$ cat src/rtl/cprv_decode_stage_if.sv
// Bundle of the decode-stage handshakes and buses: IF->ID instruction offer,
// register-file read port, WB retire notification and the ID->EX payload.
// The slave modport is the decode stage's view; master is the surrounding pipeline's view.
interface cprv_decode_stage_if #(
  parameter int INSTR_WIDTH = 32,
  parameter int DATA_WIDTH  = 64
);

  logic                   valid_id_i;
  logic                   ready_id_o;
  logic [INSTR_WIDTH-1:0] instr_data_id_i;
  logic                   flush_i;

  logic [4:0]             rs1_addr_rf_o;
  logic [4:0]             rs2_addr_rf_o;
  logic [DATA_WIDTH-1:0]  rs1_data_rf_i;
  logic [DATA_WIDTH-1:0]  rs2_data_rf_i;

  logic                   wb_valid_i;
  logic [4:0]             wb_rd_addr_i;

  logic                   valid_ex_o;
  logic                   ready_ex_i;
  logic [DATA_WIDTH-1:0]  rs1_data_ex_o;
  logic [DATA_WIDTH-1:0]  rs2_data_ex_o;
  logic [DATA_WIDTH-1:0]  imm_data_ex_o;
  logic [4:0]             rd_addr_ex_o;
  logic                   rd_en_ex_o;
  logic                   mem_w_en_ex_o;
  logic                   illegal_ex_o;
  logic [6:0]             opcode_ex_o;
  logic [2:0]             funct3_ex_o;
  logic [6:0]             funct7_ex_o;

  modport slave (
    input  valid_id_i, instr_data_id_i, flush_i,
    input  rs1_data_rf_i, rs2_data_rf_i,
    input  wb_valid_i, wb_rd_addr_i,
    input  ready_ex_i,
    output ready_id_o,
    output rs1_addr_rf_o, rs2_addr_rf_o,
    output valid_ex_o, rs1_data_ex_o, rs2_data_ex_o, imm_data_ex_o,
    output rd_addr_ex_o, rd_en_ex_o, mem_w_en_ex_o, illegal_ex_o,
    output opcode_ex_o, funct3_ex_o, funct7_ex_o
  );

  modport master (
    output valid_id_i, instr_data_id_i, flush_i,
    output rs1_data_rf_i, rs2_data_rf_i,
    output wb_valid_i, wb_rd_addr_i,
    output ready_ex_i,
    input  ready_id_o,
    input  rs1_addr_rf_o, rs2_addr_rf_o,
    input  valid_ex_o, rs1_data_ex_o, rs2_data_ex_o, imm_data_ex_o,
    input  rd_addr_ex_o, rd_en_ex_o, mem_w_en_ex_o, illegal_ex_o,
    input  opcode_ex_o, funct3_ex_o, funct7_ex_o
  );

endinterface

$ cat src/rtl/cprv_decode_stage.sv
// RV64 instruction decode stage: decodes the offered instruction, reads the
// register file, builds the sign-extended immediate and registers the EX payload.
// Optional feature macro CPRV_ID_SCOREBOARD_EN adds a pending-write scoreboard
// that stalls ID on RAW/WAW hazards; without it ID never stalls on hazards.
module cprv_decode_stage #(
  parameter int INSTR_WIDTH = 32,
  parameter int DATA_WIDTH  = 64,
  parameter int REG_NUM     = 32
) (
  input logic                clk,
  input logic                rst,
  cprv_decode_stage_if.slave bus
);

  localparam logic [6:0] OPC_LOAD      = 7'b0000011;
  localparam logic [6:0] OPC_OP_IMM    = 7'b0010011;
  localparam logic [6:0] OPC_AUIPC     = 7'b0010111;
  localparam logic [6:0] OPC_OP_IMM_32 = 7'b0011011;
  localparam logic [6:0] OPC_STORE     = 7'b0100011;
  localparam logic [6:0] OPC_OP        = 7'b0110011;
  localparam logic [6:0] OPC_LUI       = 7'b0110111;
  localparam logic [6:0] OPC_OP_32     = 7'b0111011;
  localparam logic [6:0] OPC_BRANCH    = 7'b1100011;
  localparam logic [6:0] OPC_JALR      = 7'b1100111;
  localparam logic [6:0] OPC_JAL       = 7'b1101111;

  logic [31:0] instr;
  logic [6:0]  opcode;
  logic [4:0]  rd;
  logic [4:0]  rs1;
  logic [4:0]  rs2;

  assign instr  = bus.instr_data_id_i[31:0];
  assign opcode = instr[6:0];
  assign rd     = instr[11:7];
  assign rs1    = instr[19:15];
  assign rs2    = instr[24:20];

  assign bus.rs1_addr_rf_o = rs1;
  assign bus.rs2_addr_rf_o = rs2;

  logic [DATA_WIDTH-1:0] imm_i;
  logic [DATA_WIDTH-1:0] imm_s;
  logic [DATA_WIDTH-1:0] imm_b;
  logic [DATA_WIDTH-1:0] imm_u;
  logic [DATA_WIDTH-1:0] imm_j;
  logic [DATA_WIDTH-1:0] imm;

  assign imm_i = {{(DATA_WIDTH-12){instr[31]}}, instr[31:20]};
  assign imm_s = {{(DATA_WIDTH-12){instr[31]}}, instr[31:25], instr[11:7]};
  assign imm_b = {{(DATA_WIDTH-13){instr[31]}}, instr[31], instr[7], instr[30:25], instr[11:8], 1'b0};
  assign imm_u = {{(DATA_WIDTH-32){instr[31]}}, instr[31:12], 12'b0};
  assign imm_j = {{(DATA_WIDTH-21){instr[31]}}, instr[31], instr[19:12], instr[20], instr[30:21], 1'b0};

  logic op_legal;
  logic writes_rd;
  logic is_store;
  logic uses_rs1;
  logic uses_rs2;
  logic illegal;
  logic rd_en;
  logic mem_w_en;

  // Opcode classification: legality, immediate format, register usage
  always_comb begin
    imm       = '0;
    op_legal  = 1'b0;
    writes_rd = 1'b0;
    is_store  = 1'b0;
    uses_rs2  = 1'b0;
    case (opcode)
      OPC_OP, OPC_OP_32: begin
        op_legal  = 1'b1;
        writes_rd = 1'b1;
        uses_rs2  = 1'b1;
      end
      OPC_OP_IMM, OPC_OP_IMM_32, OPC_LOAD, OPC_JALR: begin
        op_legal  = 1'b1;
        writes_rd = 1'b1;
        imm       = imm_i;
      end
      OPC_STORE: begin
        op_legal = 1'b1;
        is_store = 1'b1;
        uses_rs2 = 1'b1;
        imm      = imm_s;
      end
      OPC_BRANCH: begin
        op_legal = 1'b1;
        uses_rs2 = 1'b1;
        imm      = imm_b;
      end
      OPC_LUI, OPC_AUIPC: begin
        op_legal  = 1'b1;
        writes_rd = 1'b1;
        imm       = imm_u;
      end
      OPC_JAL: begin
        op_legal  = 1'b1;
        writes_rd = 1'b1;
        imm       = imm_j;
      end
      default: begin
      end
    endcase
  end

  // Every opcode except the PC/immediate-only ones reads rs1 (illegal ones included)
  assign uses_rs1 = !((opcode == OPC_LUI) || (opcode == OPC_AUIPC) || (opcode == OPC_JAL));
  assign illegal  = ~op_legal | (instr[1:0] != 2'b11);
  assign rd_en    = writes_rd & (rd != 5'd0) & ~illegal;
  assign mem_w_en = is_store & ~illegal;

  logic cke;
  logic hazard;
  logic accept;

  assign cke            = ~bus.valid_ex_o | bus.ready_ex_i;
  assign bus.ready_id_o = cke & ~hazard;
  assign accept         = bus.valid_id_i & bus.ready_id_o & ~bus.flush_i;

`ifdef CPRV_ID_SCOREBOARD_EN
  logic [REG_NUM-1:0] sb;
  logic [REG_NUM-1:0] sb_next;

  // Pending-write bits: clears from flush and WB first, so a same-index set wins
  always_comb begin
    sb_next = sb;
    if (bus.flush_i && bus.valid_ex_o && bus.rd_en_ex_o) begin
      sb_next[bus.rd_addr_ex_o] = 1'b0;
    end
    if (bus.wb_valid_i) begin
      sb_next[bus.wb_rd_addr_i] = 1'b0;
    end
    if (accept && rd_en) begin
      sb_next[rd] = 1'b1;
    end
    sb_next[0] = 1'b0;
  end

  // Scoreboard register
  always_ff @(posedge clk or posedge rst) begin
    if (rst) begin
      sb <= '0;
    end else begin
      sb <= sb_next;
    end
  end

  assign hazard = bus.valid_id_i & ((sb[rs1] & uses_rs1) | (sb[rs2] & uses_rs2) | (sb[rd] & rd_en));
`else
  logic unused_sb_inputs;
  assign unused_sb_inputs = bus.wb_valid_i ^ (^bus.wb_rd_addr_i) ^ uses_rs1 ^ uses_rs2;
  assign hazard = 1'b0;
`endif

  // EX payload loads only on accept, so bubbles and stalls leave it untouched
  always_ff @(posedge clk or posedge rst) begin
    if (rst) begin
      bus.rs1_data_ex_o <= '0;
      bus.rs2_data_ex_o <= '0;
      bus.imm_data_ex_o <= '0;
      bus.rd_addr_ex_o  <= '0;
      bus.rd_en_ex_o    <= 1'b0;
      bus.mem_w_en_ex_o <= 1'b0;
      bus.illegal_ex_o  <= 1'b0;
      bus.opcode_ex_o   <= '0;
      bus.funct3_ex_o   <= '0;
      bus.funct7_ex_o   <= '0;
    end else if (accept) begin
      bus.rs1_data_ex_o <= bus.rs1_data_rf_i;
      bus.rs2_data_ex_o <= bus.rs2_data_rf_i;
      bus.imm_data_ex_o <= imm;
      bus.rd_addr_ex_o  <= rd;
      bus.rd_en_ex_o    <= rd_en;
      bus.mem_w_en_ex_o <= mem_w_en;
      bus.illegal_ex_o  <= illegal;
      bus.opcode_ex_o   <= opcode;
      bus.funct3_ex_o   <= instr[14:12];
      bus.funct7_ex_o   <= instr[31:25];
    end
  end

  // EX valid: flush kills unconditionally, otherwise advances whenever EX can take data
  always_ff @(posedge clk or posedge rst) begin
    if (rst) begin
      bus.valid_ex_o <= 1'b0;
    end else if (bus.flush_i) begin
      bus.valid_ex_o <= 1'b0;
    end else if (cke) begin
      bus.valid_ex_o <= accept;
    end
  end

endmodule

$ cat src/flat_wrapper.sv
// flat-port wrapper written by rule: the top's interface ports become plain ports
module cprv_decode_stage_flat 
#(
  parameter int INSTR_WIDTH = 32,
  parameter int DATA_WIDTH  = 64,
  parameter int REG_NUM     = 32
)
  (clk, rst, bus_valid_id_i, bus_instr_data_id_i, bus_flush_i, bus_rs1_data_rf_i, bus_rs2_data_rf_i, bus_wb_valid_i, bus_wb_rd_addr_i, bus_ready_ex_i, bus_ready_id_o, bus_rs1_addr_rf_o, bus_rs2_addr_rf_o, bus_valid_ex_o, bus_rs1_data_ex_o, bus_rs2_data_ex_o, bus_imm_data_ex_o, bus_rd_addr_ex_o, bus_rd_en_ex_o, bus_mem_w_en_ex_o, bus_illegal_ex_o, bus_opcode_ex_o, bus_funct3_ex_o, bus_funct7_ex_o);
  cprv_decode_stage_if #(.INSTR_WIDTH(INSTR_WIDTH), .DATA_WIDTH(DATA_WIDTH)) bus_i ();
  input logic clk;
  input logic rst;
  input wire logic [$bits(bus_i.valid_id_i)-1:0] bus_valid_id_i;
  input wire logic [$bits(bus_i.instr_data_id_i)-1:0] bus_instr_data_id_i;
  input wire logic [$bits(bus_i.flush_i)-1:0] bus_flush_i;
  input wire logic [$bits(bus_i.rs1_data_rf_i)-1:0] bus_rs1_data_rf_i;
  input wire logic [$bits(bus_i.rs2_data_rf_i)-1:0] bus_rs2_data_rf_i;
  input wire logic [$bits(bus_i.wb_valid_i)-1:0] bus_wb_valid_i;
  input wire logic [$bits(bus_i.wb_rd_addr_i)-1:0] bus_wb_rd_addr_i;
  input wire logic [$bits(bus_i.ready_ex_i)-1:0] bus_ready_ex_i;
  output wire logic [$bits(bus_i.ready_id_o)-1:0] bus_ready_id_o;
  output wire logic [$bits(bus_i.rs1_addr_rf_o)-1:0] bus_rs1_addr_rf_o;
  output wire logic [$bits(bus_i.rs2_addr_rf_o)-1:0] bus_rs2_addr_rf_o;
  output wire logic [$bits(bus_i.valid_ex_o)-1:0] bus_valid_ex_o;
  output wire logic [$bits(bus_i.rs1_data_ex_o)-1:0] bus_rs1_data_ex_o;
  output wire logic [$bits(bus_i.rs2_data_ex_o)-1:0] bus_rs2_data_ex_o;
  output wire logic [$bits(bus_i.imm_data_ex_o)-1:0] bus_imm_data_ex_o;
  output wire logic [$bits(bus_i.rd_addr_ex_o)-1:0] bus_rd_addr_ex_o;
  output wire logic [$bits(bus_i.rd_en_ex_o)-1:0] bus_rd_en_ex_o;
  output wire logic [$bits(bus_i.mem_w_en_ex_o)-1:0] bus_mem_w_en_ex_o;
  output wire logic [$bits(bus_i.illegal_ex_o)-1:0] bus_illegal_ex_o;
  output wire logic [$bits(bus_i.opcode_ex_o)-1:0] bus_opcode_ex_o;
  output wire logic [$bits(bus_i.funct3_ex_o)-1:0] bus_funct3_ex_o;
  output wire logic [$bits(bus_i.funct7_ex_o)-1:0] bus_funct7_ex_o;
  assign bus_i.valid_id_i = bus_valid_id_i;
  assign bus_i.instr_data_id_i = bus_instr_data_id_i;
  assign bus_i.flush_i = bus_flush_i;
  assign bus_i.rs1_data_rf_i = bus_rs1_data_rf_i;
  assign bus_i.rs2_data_rf_i = bus_rs2_data_rf_i;
  assign bus_i.wb_valid_i = bus_wb_valid_i;
  assign bus_i.wb_rd_addr_i = bus_wb_rd_addr_i;
  assign bus_i.ready_ex_i = bus_ready_ex_i;
  assign bus_ready_id_o = bus_i.ready_id_o;
  assign bus_rs1_addr_rf_o = bus_i.rs1_addr_rf_o;
  assign bus_rs2_addr_rf_o = bus_i.rs2_addr_rf_o;
  assign bus_valid_ex_o = bus_i.valid_ex_o;
  assign bus_rs1_data_ex_o = bus_i.rs1_data_ex_o;
  assign bus_rs2_data_ex_o = bus_i.rs2_data_ex_o;
  assign bus_imm_data_ex_o = bus_i.imm_data_ex_o;
  assign bus_rd_addr_ex_o = bus_i.rd_addr_ex_o;
  assign bus_rd_en_ex_o = bus_i.rd_en_ex_o;
  assign bus_mem_w_en_ex_o = bus_i.mem_w_en_ex_o;
  assign bus_illegal_ex_o = bus_i.illegal_ex_o;
  assign bus_opcode_ex_o = bus_i.opcode_ex_o;
  assign bus_funct3_ex_o = bus_i.funct3_ex_o;
  assign bus_funct7_ex_o = bus_i.funct7_ex_o;
  cprv_decode_stage #(.INSTR_WIDTH(INSTR_WIDTH), .DATA_WIDTH(DATA_WIDTH), .REG_NUM(REG_NUM)) u_core (.clk(clk), .rst(rst), .bus(bus_i));
endmodule
$ cat config.mk
export PLATFORM = sky130hd
export DESIGN_NAME = cprv_decode_stage_flat
export DESIGN_NICKNAME = d
export VERILOG_FILES = /design/src/rtl/cprv_decode_stage_if.sv /design/src/rtl/cprv_decode_stage.sv /design/src/flat_wrapper.sv
export SDC_FILE = /design/constraint.sdc
export NUM_CORES = 1
export LEC_CHECK = 0
export CAP_MARGIN = 20
export CORE_AREA = 2 2 155 157
export DETAILED_ROUTE_END_ITERATION = 10
export DIE_AREA = 0 0 157 159
export PLACE_DENSITY = 0.65
export SYNTH_ARGS = -nofsm -noshare
export SYNTH_HDL_FRONTEND = slang
export SYNTH_SLANG_ARGS = --single-unit
$ cat constraint.sdc
create_clock -name clk -period 22.3 [get_ports clk]
set_clock_uncertainty 0.2 [all_clocks]
set_input_delay 6.69 -clock clk [delete_from_list [all_inputs] [get_ports clk]]
set_output_delay 6.69 -clock clk [all_outputs]
set_load 0.02 [all_outputs]
**Word-level counts from Yosys, hierarchy flattened**

Index checks and enable logic that the tools add are counted.

- Register bits: 218
- Word-level logic and storage cells: 46
- Output and inout port bits: 229

- Reductions and logical operators: 6
- Bitwise gates (word level): 11
- Muxes and demuxes: 6
- Eq/ne operators: 12

Operators by type and width:

| operator | count |
|---|---|
| case mux 64 bit (5 select lines) | 1 |
| == test 7 x 6 -> 1 bit (second input constant) | 4 |
| == test 7 x 5 -> 1 bit (second input constant) | 3 |
| == test 7 bit (second input constant) | 3 |
| OR reduction 11 bit | 1 |
| OR reduction 9 bit | 1 |
| == test 7 x 2 -> 1 bit (second input constant) | 1 |
| AND 1 bit | 5 |
| two-way mux 1 bit | 5 |
| nonzero test 5 bit | 1 |
| inverter 1 bit | 4 |
| OR reduction 4 bit | 1 |
| != test 2 bit (second input constant) | 1 |
| OR 1 bit | 2 |
| nonzero test 2 bit | 1 |
| OR reduction 2 bit | 1 |

**Longest topological paths before layout**

Gate-level depths: netlist of the first run.

- Word-level depth: 7
- Depth in mapped cells: 8
- Mapped depth without buffers: 5

**Least setup slack after synthesis of the first run**

OpenSTA, ideal clock, no wires.

- Kind: input -> output
- From: input bus_ready_ex_i
- To: output bus_ready_id_o
- Required time: 15410 ps
- Arrival: 6969 ps
- Stages: 2
- Setup slack: 8441 ps
- Path through: nor2b_1 > inv_2

- Longest elaborated chain between the ends: 1

RTL lines:

| item | line | RTL |
|---|---|---|
| start, declared | flat_wrapper.sv:19 | `input wire logic [$bits(bus_i.ready_ex_i)-1:0] bus_ready_ex_i;` |
| OR 1 bit | cprv_decode_stage.sv:118 | `assign cke = ~bus.valid_ex_o \| bus.ready_ex_i;` |
| end, declared | flat_wrapper.sv:20 | `output wire logic [$bits(bus_i.ready_id_o)-1:0] bus_ready_id_o;` |

No other way between the ends.

**Worst setup path in the final report of the first run**

- From: input bus_instr_data_id_i[23]
- To: output bus_rs2_addr_rf_o[3]

RTL lines:

| item | line | RTL |
|---|---|---|
| start, declared | flat_wrapper.sv:13 | `input wire logic [$bits(bus_i.instr_data_id_i)-1:0] bus_instr_data_id_i;` |
| end, declared | flat_wrapper.sv:22 | `output wire logic [$bits(bus_i.rs2_addr_rf_o)-1:0] bus_rs2_addr_rf_o;` |

No word-level cell between the ends.

==> results of run 1 <==
==> state kept, by name, summed over array words and instances (netlist names) <==
register                  cells
u_core.bus.mem_w_en_ex_o      1
u_core.bus.rd_addr_ex_o       5
u_core.bus.imm_data_ex_o     32
u_core.bus.funct3_ex_o        3
u_core.bus.rd_en_ex_o         1
u_core.bus.illegal_ex_o       1
u_core.bus.rs1_data_ex_o     64
u_core.bus.rs2_data_ex_o     64
u_core.bus.opcode_ex_o        7
u_core.bus.funct7_ex_o        7
u_core.bus.valid_ex_o         1
==> metrics by stage <==
step	hold WS, ns	instances	cell area [µm²]
after floorplan	0.381	856	7790
after global placement	0.256	1481	11600
after detailed placement	0.261	1482	11600
after CTS	0.279	1514	12200
after global routing	0.295	1514	12200
final	0.273	1514	12200
==> area by class of cell <==
class	instances	area [µm²]	share of cell area [%]
Clock buffer	18	439	3.60
Inverter	2	15.0	0.123
Clock inverter	14	145	1.19
Sequential cell	186	4650	38.1
Multi-Input combinational cell	574	2560	21.0
Timing Repair Buffer	401	3990	32.7
Tap cell	319	399	3.27
==> power by group through the flow <==
stage	combinational (mW)	sequential, mW	clock [mW]
after floorplan	0.0634	0.458	0
after global placement	0.252	0.405	0
after detailed placement	0.253	0.407	0
after CTS	0.254	0.400	0.314
after global routing	0.269	0.405	0.329
final	0.250	0.400	0.305
==> cell usage after synthesis, types with 2 or more instances <==
library cell,number
a21oi_1,2
a221o_1,11
a22o_1,6
a31oi_1,5
a32oi_1,10
and3_1,2
buf_2,33
buf_4,42
buf_6,3
clkbuf_1,15
dfrtp_1,186
mux2_2,2
nand2_1,470
nand2b_1,2
nand3_1,8
nand3b_1,2
nor2_1,5
nor2b_1,4
nor3_1,3
nor4_1,2
o21ai_0,3
o21ai_1,13
o22ai_1,4
==> logic make-up after synthesis <==
logic type | count (synthesis) | synth area share (%)
compound gates | 61 | 6.12
buf+inv | 96 | 7.47
flops | 186 | 59.7
mux | 3 | 0.434
simple gates | 510 | 26.2
==> layer usage <==
| layer | wire length (µm) | share of wire [%] |
|---|---|---|
| met1 | 10300 | 42 |
| met5 | 0 | 0 |
| met2 | 11800 | 48 |
| met4 | 412 | 1.7 |
| met3 | 2170 | 8.8 |
==> worst max-delay path by stage <==
stage | endpoint | slack [ns] | cells after the start | startpoint
CTS | bus_rs2_addr_rf_o[3] | 7.39 | 2 | bus_instr_data_id_i[23]
floorplan | bus_ready_id_o | 8.44 | 2 | bus_ready_ex_i
global placement | bus_rs2_addr_rf_o[3] | 7.37 | 2 | bus_instr_data_id_i[23]
global route | bus_rs2_addr_rf_o[3] | 7.37 | 2 | bus_instr_data_id_i[23]
finish | bus_rs2_addr_rf_o[3] | 7.39 | 2 | bus_instr_data_id_i[23]
detailed placement | bus_rs2_addr_rf_o[3] | 7.39 | 2 | bus_instr_data_id_i[23]
==> results.yml, run 1 <==
detailed_routing:
  drt_wl_total_mm: 24.7
  drc_errors: 0
  postRouteAntennaNets: 0
  routed_via_density: 4.54
  first_iter_violations: 370
  drt_first_pass_iters: 5
  wl_per_cell_um: 16.3
  vias: 6873
setup_path:
  worstPathRequired_ns: 15.41
  path_cells: "clkdlybuf4s50_1, clkdlybuf4s50_1"
  rr_worst_depth: 7
  arrival_ns: 8.02
  critPathSlowestCell: "clkdlybuf4s50_1"
  cpLargestDelayFamily: "buffers and inverters"
  reg2reg_from: "u_core.bus.valid_ex_o"
  cpMostUsedCell: "clkdlybuf4s50_1"
  crit_path_max_fanout: 4
  cp-start-kind: "input pin"
  critPathKind: "in -> out"
  r2r_slack_ns: 19.63
  cp_slowest_stage_delay_ns: 0.67
  worst-path-buf-inv: 2
  end_kind: "primary output"
  reg2reg_to: "u_core.bus.illegal_ex_o"
power_and_ir_drop:
  p_sw_mw: 0.303
  p_per_area_mw_per_mm2: 78.2
  internal_power_mw: 0.652
  ir_drop_v: 0.0000442
  p_leak_nw: 5.68
  power_mw: 0.955
  power.share.switching_pct: 31.8
  power_frac_comb_pct: 26.2
  p_seq_share_pct: 41.9
  clkPwrFrac_pct: 31.9
final_layout:
  diodes: 0
  fin_util_pct: 52.7
  fillers: 2111
  final_cell_mix: "470 x nand2_1, 393 x clkdlybuf4s50_1, 186 x dfrtp_1"
  drive_above_1_share_pct: 4.52
  layout_commonest_cell: "nand2_1"
  synthToLayoutAreaGrowth_pct: 56.8
  nNetsFinal: 1353
global_route:
  overflow: 0
  antenna_found_initial: 0
  grt_pass1_wl_mm: 37.9
  first_global_vias: 6765
  use_met3_pct: 6.40
  gr-usage-all-layers_pct: 19.4
  grt_max_degree: 129
  grtUsageMet2_pct: 32.4
  use_met1_pct: 24.0
  grt.busiest_layer: "met2"
min_path:
  whs_path_depth: 2
  holdPathEnd: "u_core.bus.rs1_data_ex_o[17]"
  min-delay-path-class: "reg -> reg"
  min-delay-start: "u_core.bus.rs1_data_ex_o[17]"
floorplan:
  core_area_mm2: 0.0232
  die_x_um: 157
  initial_core_util_pct: 33.6
  die_h_um: 159
  io_pins: 400
  dieArea_mm2: 0.0250
  num_rows: 56
timing:
  rsz0062_at_grt: "false"
  setup_violations: 0
  worst_pin_slew_ns: 0.970
  timing.fmax_mhz: 67.1
  setup_ws_ns: 7.39
  post-route-period-util_pct: 66.8
  drv_slew: 0
  post-route-min-period_ns: 14.91
  slew_headroom_pct: 35.3
  hold_viol_final: 0
  fin_tns_setup_ns: 0
logic_synthesis:
  yosysWarnings: 0
  synth_top_area_cell: "dfrtp_1"
  syn_nets: 1027
  syn_area_mm2: 0.00779
  ys.flop_type: "dfrtp_1"
  synth_top_area_share_pct: 59.7
  yosysSeqAreaShare_pct: 59.7
  synth_area_leaders: "dfrtp_1 60%, nand2_1 23%, buf_4 4.0%"
  syn_inst: 856
  synth.avg_cell_area_um2: 9.10
  synth-edff-count: 0
  synth_seq_cells: 186
  async_flop_share_pct: 100
  yosys.cell_types.count: 46
placed_design:
  pre_cts_slack_ns: 7.39
  dpl.hpwl_mm: 17.4
  io_buffers: 393
  place_congestion: 0.759
clock_tree:
  cts_hold_buf: 0
  cts-resized-gates: 0
  cts_setup_buffers: 0
  cts_tree: "built"
  clockBufferDepth: 2
  root_buffer: "clkbuf_16"
  clk_pin_slew_ns: 0.08
  htree_num_levels: 4
  clkLatencyLatePin_ns: 0.42
  cts_buffers: 17
  cts_sinks: 186
status:
  outcome: "complete, no violations"
run:
  cap_violations: 0
No activity file was read; power rests on OpenSTA's default activity.
==> run 2: changes to the inputs <==
Settings changed: CORE_AREA 2 2 155 157 to 2 2 156 158, DIE_AREA 0 0 157 159 to 0 0 158 160.
Clock period 22.3 ns to 14.9 ns, I/O delays scaled along.
==> run 2 against run 1 <==
Effect of this change: cell area shrank 0.19%; utilization shrank 1.5 points; via count shrank 0.51%; cell count grew 0.26%; sequential power grew 50%; combinational power grew 50%; die area grew 1.3%; power grew 48%; count of clock-buffer cells in the layout is the same; critical path type unchanged; largest cell class unchanged; highest routed layer unchanged; routed wire length shrank 1.9%; critical path depth is the same; hold slack is essentially flat.
==> results.yml, run 2 (synthesis results as in run 1) <==
setup_path:
  path_cells: "clkdlybuf4s50_1, clkdlybuf4s50_1"
  crit_path_max_fanout: 4
  critPathKind: "in -> out"
  cp-start-kind: "input pin"
  end_kind: "primary output"
  worst-path-buf-inv: 2
  critPathSlowestCell: "clkdlybuf4s50_1"
  arrival_ns: 5.84
  cpMostUsedCell: "clkdlybuf4s50_1"
  cpLargestDelayFamily: "buffers and inverters"
  cp_slowest_stage_delay_ns: 0.68
  worstPathRequired_ns: 10.23
final_layout:
  nNetsFinal: 1351
  fillers: 2204
  largest_registers: "u_core.bus.rs1_data_ex_o x64, u_core.bus.rs2_data_ex_o x64, u_core.bus.imm_data_ex_o x32"
  synthToLayoutAreaGrowth_pct: 56.5
  drive_above_1_share_pct: 4.27
  layout_commonest_cell: "nand2_1"
  final_cell_mix: "470 x nand2_1, 393 x clkdlybuf4s50_1, 186 x dfrtp_1"
  post-route-cell-area_mm2: 0.0122
floorplan:
  initial_core_util_pct: 32.7
  die_h_um: 160
  die_x_um: 158
  dieArea_mm2: 0.0253
  io_pins: 400
  core_area_mm2: 0.0238
  num_rows: 57
timing:
  post-route-min-period_ns: 10.51
  setup_violations: 0
  drv_slew: 0
  slew_headroom_pct: 34.5
  timing.fmax_mhz: 95.2
  fin_tns_setup_ns: 0
  post-route-period-util_pct: 70.5
  hold_viol_final: 0
  worst_pin_slew_ns: 0.983
  rsz0062_at_grt: "false"
placed_design:
  post_dp_cell_area_mm2: 0.0116
  io_buffers: 393
  place_congestion: 0.805
  dpl.hpwl_mm: 16.7
detailed_routing:
  first_iter_violations: 390
  drt_wl_total_mm: 24.2
  routed_via_density: 4.50
  wl_per_cell_um: 15.9
  drt_first_pass_iters: 5
  met1Wirelength_mm: 10.6
  vias: 6838
  top_layer: "met4"
  routed-wl-met3_mm: 1.84
  drc_errors: 0
  route.met2.wl_mm: 11.3
  postRouteAntennaNets: 0
clock_tree:
  clkLatencyLatePin_ns: 0.42
  clk_pin_slew_ns: 0.07
  cts_buffers: 17
  cts_setup_buffers: 0
  htree_num_levels: 4
  cts_tree: "built"
  cts_hold_buf: 0
  root_buffer: "clkbuf_16"
  clockBufferDepth: 2
  cts-resized-gates: 0
  cts_sinks: 186
min_path:
  min-delay-path-class: "reg -> reg"
power_and_ir_drop:
  p_leak_nw: 5.67
  ir_drop_v: 0.0000588
  p_per_area_mw_per_mm2: 116
  power_mw: 1.41
global_route:
  gr-usage-all-layers_pct: 18.6
  grt_pass1_wl_mm: 36.5
  overflow: 0
  first_global_vias: 6499
  antenna_found_initial: 1
  grt_max_degree: 190
status:
  outcome: "complete, no violations"
run:
  cap_violations: 0
[run 2: changes by cell type in the layout (fill, tap and decap cells not counted), sizes merged]
| cell | delta |
|---|---|
| inv | -1 |
| clkinv | +2 |
| diode | +1 |
| buf | -2 |
| clkinvlp | -1 |
[run 2: tightest hold or removal path, cell delays in order, from the launching register on]
cell and delay (ns):
dfrtp_1 0.35, nand2_1 0.05, nand2_1 0.05
[run 2: final timing paths]
kind | endpoint | slack [ns] | from | depth (start not counted)
setup / recovery | bus_rs2_addr_rf_o[3] | 4.39 | bus_instr_data_id_i[23] | 2
min in group asynchronous | u_core.bus.rs2_data_ex_o[28] | 4.40 | rst | 2
setup reg to reg | u_core.bus.imm_data_ex_o[22] | 12.38 | u_core.bus.valid_ex_o | 7
hold reg to reg | u_core.bus.rs2_data_ex_o[9] | 0.27 | u_core.bus.rs2_data_ex_o[9] | 2
max in group asynchronous | u_core.bus.rs2_data_ex_o[36] | 8.58 | rst | 3
hold / removal | u_core.bus.rs2_data_ex_o[9] | 0.27 | u_core.bus.rs2_data_ex_o[9] | 2
[run 2: stage by stage]
stage / setup slack [ns] / instances / hold WS, ns / utilization, %
2_1_floorplan: 5.17 / 856 / 0.381 / -
3_3_place_gp: 4.40 / 1485 / 0.256 / 48.8
3_5_place_dp: 4.39 / 1485 / 0.261 / 48.8
4_1_cts: 4.39 / 1517 / 0.279 / 51.2
5_1_grt: 4.37 / 1518 / 0.293 / 51.2
6_report: 4.39 / 1518 / 0.273 / 51.2
[run 2: routing by layer]
layer | global-route usage [%] | vias up
met1 | 24.2 | 3218
li1 | - | 3332
met4 | 6.55 | 0
met5 | 0 | -
met3 | 4.78 | 27
met2 | 29.8 | 261
[run 2: layout make-up]
type	count	area [µm²]	share of cell area (%)
repair buffers	399	3990	32.7
multi-input cells	574	2560	21.0
well taps	324	405	3.33
diodes	1	2.50	0.0205
flip-flops and latches	186	4650	38.2
inverters	2	15.0	0.123
clock buffers	18	429	3.52
clock inverters	14	125	1.03
[run 2: power breakdown]
part	switching (mW)	total, mW	internal [mW]	leakage (nW)
registers	0.0333	0.599	0.566	2.35
logic	0.194	0.374	0.179	3.04
clock network	0.215	0.437	0.222	0.278
total	0.443	1.41	0.967	5.67
